File: src/rtl/fp_sort_pkg.sv
// Shared types for the float batch sorter.
// Word type, comparator result encoding and controller states.
package fp_sort_pkg;

  typedef logic [31:0] fp32_t;

  typedef enum logic [1:0] {
    xGTy     = 2'd0,
    xEQy     = 2'd1,
    xLTy     = 2'd2,
    noResult = 2'd3
  } compareResults;

  typedef enum logic [1:0] {
    LOAD,
    SORT,
    DRAIN
  } sort_state_t;

endpackage

File: src/rtl/fp_sort_cmp.sv
// Combinational 3-way compare of two IEEE-754 single words.
// Sign first, then exponent/mantissa as one field; negatives invert.
module fp_sort_cmp
  import fp_sort_pkg::*;
(
  input  fp32_t         value_x,
  input  fp32_t         value_y,
  output compareResults result
);

  logic mag_gt;

  always_comb begin
    result = noResult;
    mag_gt = value_x[30:0] > value_y[30:0];
    if (value_x == value_y)
      result = xEQy;
    else if (value_x[31] != value_y[31])
      result = value_x[31] ? xLTy : xGTy;
    else if (mag_gt ^ value_x[31])
      result = xGTy;
    else
      result = xLTy;
  end

endmodule

File: src/rtl/fp_sort_ctrl.sv
// Batch float sorter: load, odd-even transposition sort, drain.
// FP_SORT_SWAPCNT_EN adds a saturating swap counter output.
module fp_sort_ctrl
  import fp_sort_pkg::*;
#(
  parameter  int DEPTH = 8,
  localparam int CNT_W = $clog2(DEPTH + 1)
) (
  input  logic        clk,
  input  logic        reset,
  input  logic        in_valid,
  output logic        in_ready,
  input  logic [31:0] in_data,
  input  logic        in_last,
  output logic        out_valid,
  input  logic        out_ready,
  output logic [31:0] out_data,
  output logic        out_last,
  output logic        busy
`ifdef FP_SORT_SWAPCNT_EN
  ,
  output logic [15:0] swap_cnt
`endif
);

  localparam int IDX_W = $clog2(DEPTH);
  localparam logic [CNT_W-1:0] ONE = CNT_W'(1);
  localparam logic [CNT_W-1:0] TWO = CNT_W'(2);
  localparam logic [CNT_W-1:0] LST = CNT_W'(DEPTH - 1);
  localparam logic [CNT_W-1:0] DEP = CNT_W'(DEPTH);

  sort_state_t      state;
  logic [CNT_W-1:0] count;
  logic [CNT_W-1:0] p;
  logic [CNT_W-1:0] i;
  logic [CNT_W-1:0] iy;
  logic [CNT_W-1:0] rd;
  logic [CNT_W:0]   i3;
  fp32_t            sbuf [DEPTH];
  fp32_t            vx;
  fp32_t            vy;
  compareResults    res;
  logic             acc;
  logic             done_load;
  logic             pair_ok;
  logic             swap;
  logic             pass_end;
  logic             last_pass;

  assign acc       = (state == LOAD) && in_valid;
  assign done_load = acc && (in_last || count == LST);
  assign iy        = i + ONE;
  assign i3        = {1'b0, i} + (CNT_W + 1)'(3);
  assign pair_ok   = iy < count;
  assign pass_end  = !(i3 < {1'b0, count});
  assign last_pass = p == (count - ONE);

  // n==2 has an empty odd pass; it still costs one idle cycle.
  assign vx = sbuf[i[IDX_W-1:0]];
  assign vy = (iy < DEP) ? sbuf[iy[IDX_W-1:0]] : vx;

  fp_sort_cmp u_cmp (
    .value_x (vx),
    .value_y (vy),
    .result  (res)
  );

  assign swap = (state == SORT) && pair_ok && (res == xGTy);

  assign in_ready  = state == LOAD;
  assign out_valid = state == DRAIN;
  assign busy      = state != LOAD;
  assign out_last  = (state == DRAIN) && (rd == count - ONE);
  assign out_data  = out_valid ? sbuf[rd[IDX_W-1:0]] : '0;

  always_ff @(posedge clk) begin
    if (reset) begin
      state <= LOAD;
      count <= '0;
      rd    <= '0;
      p     <= '0;
      i     <= '0;
    end else begin
      unique case (state)
        LOAD: if (acc) begin
          count <= count + ONE;
          if (done_load) begin
            p     <= '0;
            i     <= '0;
            rd    <= '0;
            state <= (count == '0) ? DRAIN : SORT;
          end
        end
        SORT: if (pass_end) begin
          if (last_pass) begin
            state <= DRAIN;
            rd    <= '0;
          end else begin
            p <= p + ONE;
            i <= {{(CNT_W-1){1'b0}}, ~p[0]};
          end
        end else begin
          i <= i + TWO;
        end
        DRAIN: if (out_ready) begin
          rd <= rd + ONE;
          if (out_last) begin
            state <= LOAD;
            count <= '0;
          end
        end
        default: state <= LOAD;
      endcase
    end
  end

  always_ff @(posedge clk) begin
    if (acc) begin
      sbuf[count[IDX_W-1:0]] <= in_data;
    end else if (swap) begin
      sbuf[i[IDX_W-1:0]]  <= vy;
      sbuf[iy[IDX_W-1:0]] <= vx;
    end
  end

`ifdef FP_SORT_SWAPCNT_EN
  always_ff @(posedge clk) begin
    if (reset)
      swap_cnt <= '0;
    else if (acc && count == '0)
      swap_cnt <= '0;
    else if (swap && swap_cnt != 16'hFFFF)
      swap_cnt <= swap_cnt + 16'd1;
  end
`endif

endmodule

File: config.mk
export PLATFORM = sky130hd
export DESIGN_NAME = fp_sort_ctrl
export DESIGN_NICKNAME = d
export VERILOG_FILES = /design/src/rtl/fp_sort_pkg.sv /design/src/rtl/fp_sort_cmp.sv /design/src/rtl/fp_sort_ctrl.sv
export SDC_FILE = /design/constraint.sdc
export NUM_CORES = 1
export LEC_CHECK = 0
export BUFFER_PORTS_ARGS = -buffer_cell sky130_fd_sc_hd__clkbuf_2
export CAP_MARGIN = 30
export CORE_ASPECT_RATIO = 1.4
export CORE_UTILIZATION = 57
export DETAILED_ROUTE_END_ITERATION = 8
export GPL_ROUTABILITY_DRIVEN = 1
export HOLD_SLACK_MARGIN = 0.03
export PLACE_DENSITY = 0.86
export SETUP_SLACK_MARGIN = 0.2
export SLEW_MARGIN = 20
export SYNTH_ARGS = -nofsm -noshare
export SYNTH_HDL_FRONTEND = slang
export SYNTH_SLANG_ARGS = --single-unit
File: constraint.sdc
create_clock -name clk -period 8.4 [get_ports clk]
set_input_delay 2.52 -clock clk [delete_from_list [all_inputs] [get_ports clk]]
set_output_delay 2.52 -clock clk [all_outputs]
set_load 0.01 [all_outputs]
---- Word level (Yosys, flattened, before mapping) ----
Memories as Yosys holds them, arrays and structs flattened. A register that Yosys moved wholly into a read port is not among the register bits.
Cells that the tools add are included.
operators by class
  reduce and logical (&&, ||, !) cells .... 19
  $add $sub $neg .......................... 7
  equality and inequality tests ........... 15
  mux-type cells .......................... 42
  bitwise operators ....................... 2
  $lt $le $gt $ge ......................... 4
operators by type and width
  cell                   count
  $mux W32               3
  $mux W4                12
  $eq A32 B32 Y1         1
  $reduce_or A32 Y1      1
  $gt A31 B31 Y1         1
  $pmux W4 S2            3
  $mux W2                11
  $add A4 B1 Y4 const B  4
  $mux W3                5
  $pmux W4 S3            1
  $reduce_and A6 Y1      2
  $eq A4 B4 Y1           2
  $ne A2 B1 Y1 const B   4
  $reduce_and A4 Y1      2
  $mux W1                6
  $ne A2 B2 Y1 const B   3
  $pmux W2 S3            1
  $reduce_bool A2 Y1     3
  $add A4 B2 Y5 const B  1
  $logic_and A1 B1 Y1    5
  $lt A5 B4 Y1           1
  $reduce_and A5 Y1      1
  $add A4 B2 Y4 const B  1
  $eq A4 B3 Y1 const B   1
  other kinds (13)       14
storage, ports and cells
  memory bits (writable) .................. 256
  output and inout port bits .............. 36
  word-level logic and storage cells ...... 95
  bits of input ports ..................... 37
  register bits after elaboration ......... 18
  memories ................................ 1
memory list
  memory  words  width  read ports  clocked after Yosys merged registers in  wr ports  RTL line            source
  sbuf    8      32     3           2                                        2         fp_sort_ctrl.sv:39  fp32_t sbuf [DEPTH];

---- Longest topological paths before layout ----
  depth after elaboration ................. 15
  depth in mapped cells ................... 24
  depth with buffers taken out ............ 17

---- By module ----
A second synthesis with hierarchy kept.
second synthesis, totals
  cells, all modules ...................... 1,694
  area total of the unflattened synthesis .. 20,264.4 µm²
modules (own cells, without submodules)
  module        sequential area each (µm²)  times used  cells each  area each (µm²)
  fp_sort_ctrl  8,167.8                     1           1,579       19,449.9
  fp_sort_cmp   0.0                         1           115         814.5

---- Worst setup path before layout ----
No wires, ideal clock.
  path kind ............................... register to register
  from .................................... reg i[0]
  to ...................................... mem sbuf[1][0] in the netlist's numbering (enable)
  library setup time ...................... 472 ps
  path slack .............................. 558 ps
  clock period less this slack ............ 7,842 ps
  path buffers ............................ 9
  required time ........................... 7,928 ps
  arrival ................................. 7,370 ps
  cell stages (with the launch flop) ...... 24
  path through ............................ dfxtp_1 -> clkbuf_1 -> buf_2 -> inv_1 -> buf_2 -> ha_1 -> buf_2 -> buf_1 -> clkbuf_1 -> nand2_1 -> clkbuf_1 -> o221ai_1 -> o21ai_0 -> ha_1 -> nand4_1 -> nor4_1 -> nand4_1 -> o22ai_1 -> or3b_1 -> nand3_2 -> buf_6 -> buf_6 -> mux2i_1 -> o32ai_1
RTL lines
  item                      RTL line             source
  start: declaration        fp_sort_ctrl.sv:35   logic [CNT_W-1:0] i;
  start signal: assignment  fp_sort_ctrl.sv:100  i <= {{(CNT_W-1){1'b0}}, ~p[0]};
  start signal: assignment  fp_sort_ctrl.sv:103  i <= i + TWO;
  end: declaration          fp_sort_ctrl.sv:39

==> key figures <==
Global route
  – Vias in the first global route: 15266
  – Largest net degree at the start of global routing: 65
  – Met3 Usage GRT: 5.469%
  – Met2 GRT Util: 54.02%
  – Global-route wire length before repair: 87.32 mm
  – GRT overflow: 0
  – Total Routing Usage GR: 32.55%
  – Initial antenna violation count: 0
  – GR Util met1: 38.21%
  – Most used routing layer: met2

Worst hold path
  – Worst Hold Depth: 2
  – Hold crit path type: reg2reg
  – Hold Path End: p[3]
  – Min-Delay Startpoint: p[3]

Cells and area
  – Finished Layout Cells: 2045
  – Number of fill cells: 2355
  – Final net count: 1655
  – Design area: 21570 sq um
  – Area Overhead vs Synth: 9.189%
  – Layout cells sized above 1: 23.84%
  – Number of diodes: 0

Timing
  – Final setup vio count: 0
  – Worst Tran Pin Value: 1064 ps
  – Clk_skew: 13.93 ps
  – RSZ-0062 raised after global routing: false
  – Final Cycle Share: 88.33%
  – Period minus WS final: 7420 ps
  – Setup_tns: 0 ps
  – Final setup margin: 980.3 ps
  – Slew margin rel.: 29.08%
  – Hold Fails Final Rpt: 0
  – Fmax: 0.1348 GHz
  – Pins over their slew limit: 0

Synth
  – Net Count, Synth: 1636
  – Netlist cell types: 67
  – Area contributors post-synth: edfxtp_1 (39%), mux4_2 (19%), mux2i_1 (17%)
  – Top FF cell, synth: edfxtp_1
  – Synth Cell Area: 19760 sq um
  – Yosys Warn Count: 0
  – Post-synth EDFFs: 256
  – Synth top cells by count: mux2i_1 (326), edfxtp_1 (256), mux4_2 (164)
  – Asr flop ratio synth: 0%
  – Seq/Total Area, Yosys: 41.34%
  – Synth Register Bits: 280
  – Avg Cell Area, Syn: 12.71 sq um
  – Most common cell in the netlist: mux2i_1
  – Post-synth top area share: 38.91%
  – Cell taking the most area after synthesis: edfxtp_1
  – Post-Syn Instances: 1554

Worst setup path
  – Worst setup SP type: register
  – Reg2Reg Setup Slack: 980 ps
  – Worst r2r src: i[0]
  – Arrival @ worst endpoint: 7670 ps
  – R2R cell count: 17
  – Critical Path RT: 8650 ps
  – Crit-path max FO: 50
  – Worst flop-to-flop path endpoint: sbuf[0][19]
  – Worst setup path class: reg2reg
  – CP Capture Type: register

Outcome
  – Outcome: complete, no violations

Floorplan
  – Core Footprint: 34130 sq um
  – Die area: 35420 sq um
  – DIE HEIGHT: 222.3 microns
  – Die width: 159.4 microns
  – Initial Util: 57.88%
  – Top Ports: 73
  – FP Rows: 80

Clock network
  – Worst-path clk slew: 70 ps
  – TritonCTS Buffers: 28
  – CTS tree: done
  – H-tree Lvls: 1
  – Buffer count from post-CTS setup fixing: 0
  – Clk root buf: clkbuf_16
  – Worst-Skew Late Latency: 580 ps
  – Clock buffer depth: 3
  – Hold-fix buffer count after cts: 0
  – Post-CTS Resized: 0
  – Clk sinks: 280

Placed design
  – HPWL after DPL: 35.84 mm
  – Dpl ws: 1230 ps
  – DP Area: 20540 sq um
  – DP Cell Count: 1993
  – IO Port Bufs: 72
  – GP Congestion: 0.9105

Drt
  – DRC: 0
  – Drt total wl: 58.00 mm
  – Routed Antenna Nets: 0
  – 1st-iter DRT viols: 2493
  – 1st-pass router iterations: 8
  – Avg WL per Cell: 28.36 microns
  – Vias/cell: 7.346
  – Vias: 15022

Pwr
  – Worst VDD drop: 177.7 uV
  – Total chip power: 5.318 mW
  – PwrDens: 246.5 nW/um^2
  – Leak Pwr: 7.673 nW

Job
  – Maxcap violations: 0
-- kinds of logic after synthesis --
| family | count (synthesis) | share of synthesized area [%] |
|---|---|---|
| flops | 280 | 41.34 |
| buf+inv | 200 | 4.642 |
| xor+xnor | 15 | 0.8296 |
| mux | 521 | 37.27 |
| compound gates | 195 | 5.921 |
| fa+ha+maj | 45 | 2.850 |
| simple gates | 298 | 7.143 |
-- through the flow --
| step | utilization (%) | hold WS [ps] |
|---|---|---|
| global route | 63.20 | 560.7 |
| CTS | 63.15 | 516.2 |
| detailed placement | 60.19 | 498.2 |
| finish | 63.20 | 504.7 |
| floorplan | - | 464.2 |
| global placement | 59.95 | 483.2 |
-- metal layers --
metal	part of all wire, %	wire (microns)	up-vias
li1	-	-	6104
met1	32	18630	7230
met2	48	28110	1328
met3	12	6749	360
met4	7.8	4510	0
met5	0	0	-
-- worst max-delay path by stage --
stage / to / slack (ps) / cells after the start / from
final: sbuf[0][19] / 980 / 17 / i[0]
after global routing: sbuf[0][26] / 630 / 17 / i[0]
after CTS: sbuf[0][22] / 1190 / 17 / i[0]
after detailed placement: sbuf[0][26] / 1230 / 17 / i[0]
after global placement: sbuf[5][16] / 1280 / 16 / i[0]
after floorplan: sbuf[1][0] / 560 / 23 / i[0]
-- where the power goes --
part	internal, mW	leakage [nW]	total [mW]	switching (mW)
clock network	0.839	0.495	1.41	0.570
registers	1.65	2.52	1.81	0.155
logic	0.878	4.66	2.10	1.22
-- cell type report --
cell class              count  area (sq um)  share of cell area [%]
clock buffers              30         729.5                   3.381
clock inverters            21         279.0                   1.293
repair buffers            113         778.2                   3.607
flip-flops and latches    280          8184                   37.94
multi-input cells        1074         10750                   49.84
inverters                  76         285.3                   1.322
well taps                 451         564.3                   2.616
-- state kept, by name (all words and copies together) (netlist names), named ones only --
| signal | flops |
|---|---|
| state | 2 |
| sbuf | 256 |
| p | 4 |
| rd | 4 |
| count | 4 |
| i | 4 |
-- worst max-delay path, stage by stage, from the launching register on --
cell	delay [ps]
dfxtp_4	810
inv_1	200
ha_4	740
buf_4	630
mux4_2	620
nand2_1	100
nand3_1	80
o21ai_0	140
ha_1	240
nand4_1	240
nor4_1	500
nand4_1	280
o22ai_1	220
or3b_1	440
nand3_4	430
mux2i_1	240
a21o_2	710
buf_4	400
-- cells in the final DEF, fill, tap and decap left out, types with 52 or more instances in the layout --
| cell type | Yosys | routed |
|---|---|---|
| mux2i_1 | 326 | 326 |
| edfxtp_1 | 256 | 256 |
| mux4_2 | 164 | 164 |
| nor2_1 | 93 | 92 |
| nand2_1 | 90 | 89 |
| inv_1 | 75 | 75 |
| clkbuf_2 | 0 | 72 |
| o21ai_0 | 67 | 67 |
| a21oi_1 | 59 | 59 |
| nand3_1 | 52 | 52 |
No activity file was read; power rests on OpenSTA's default activity.
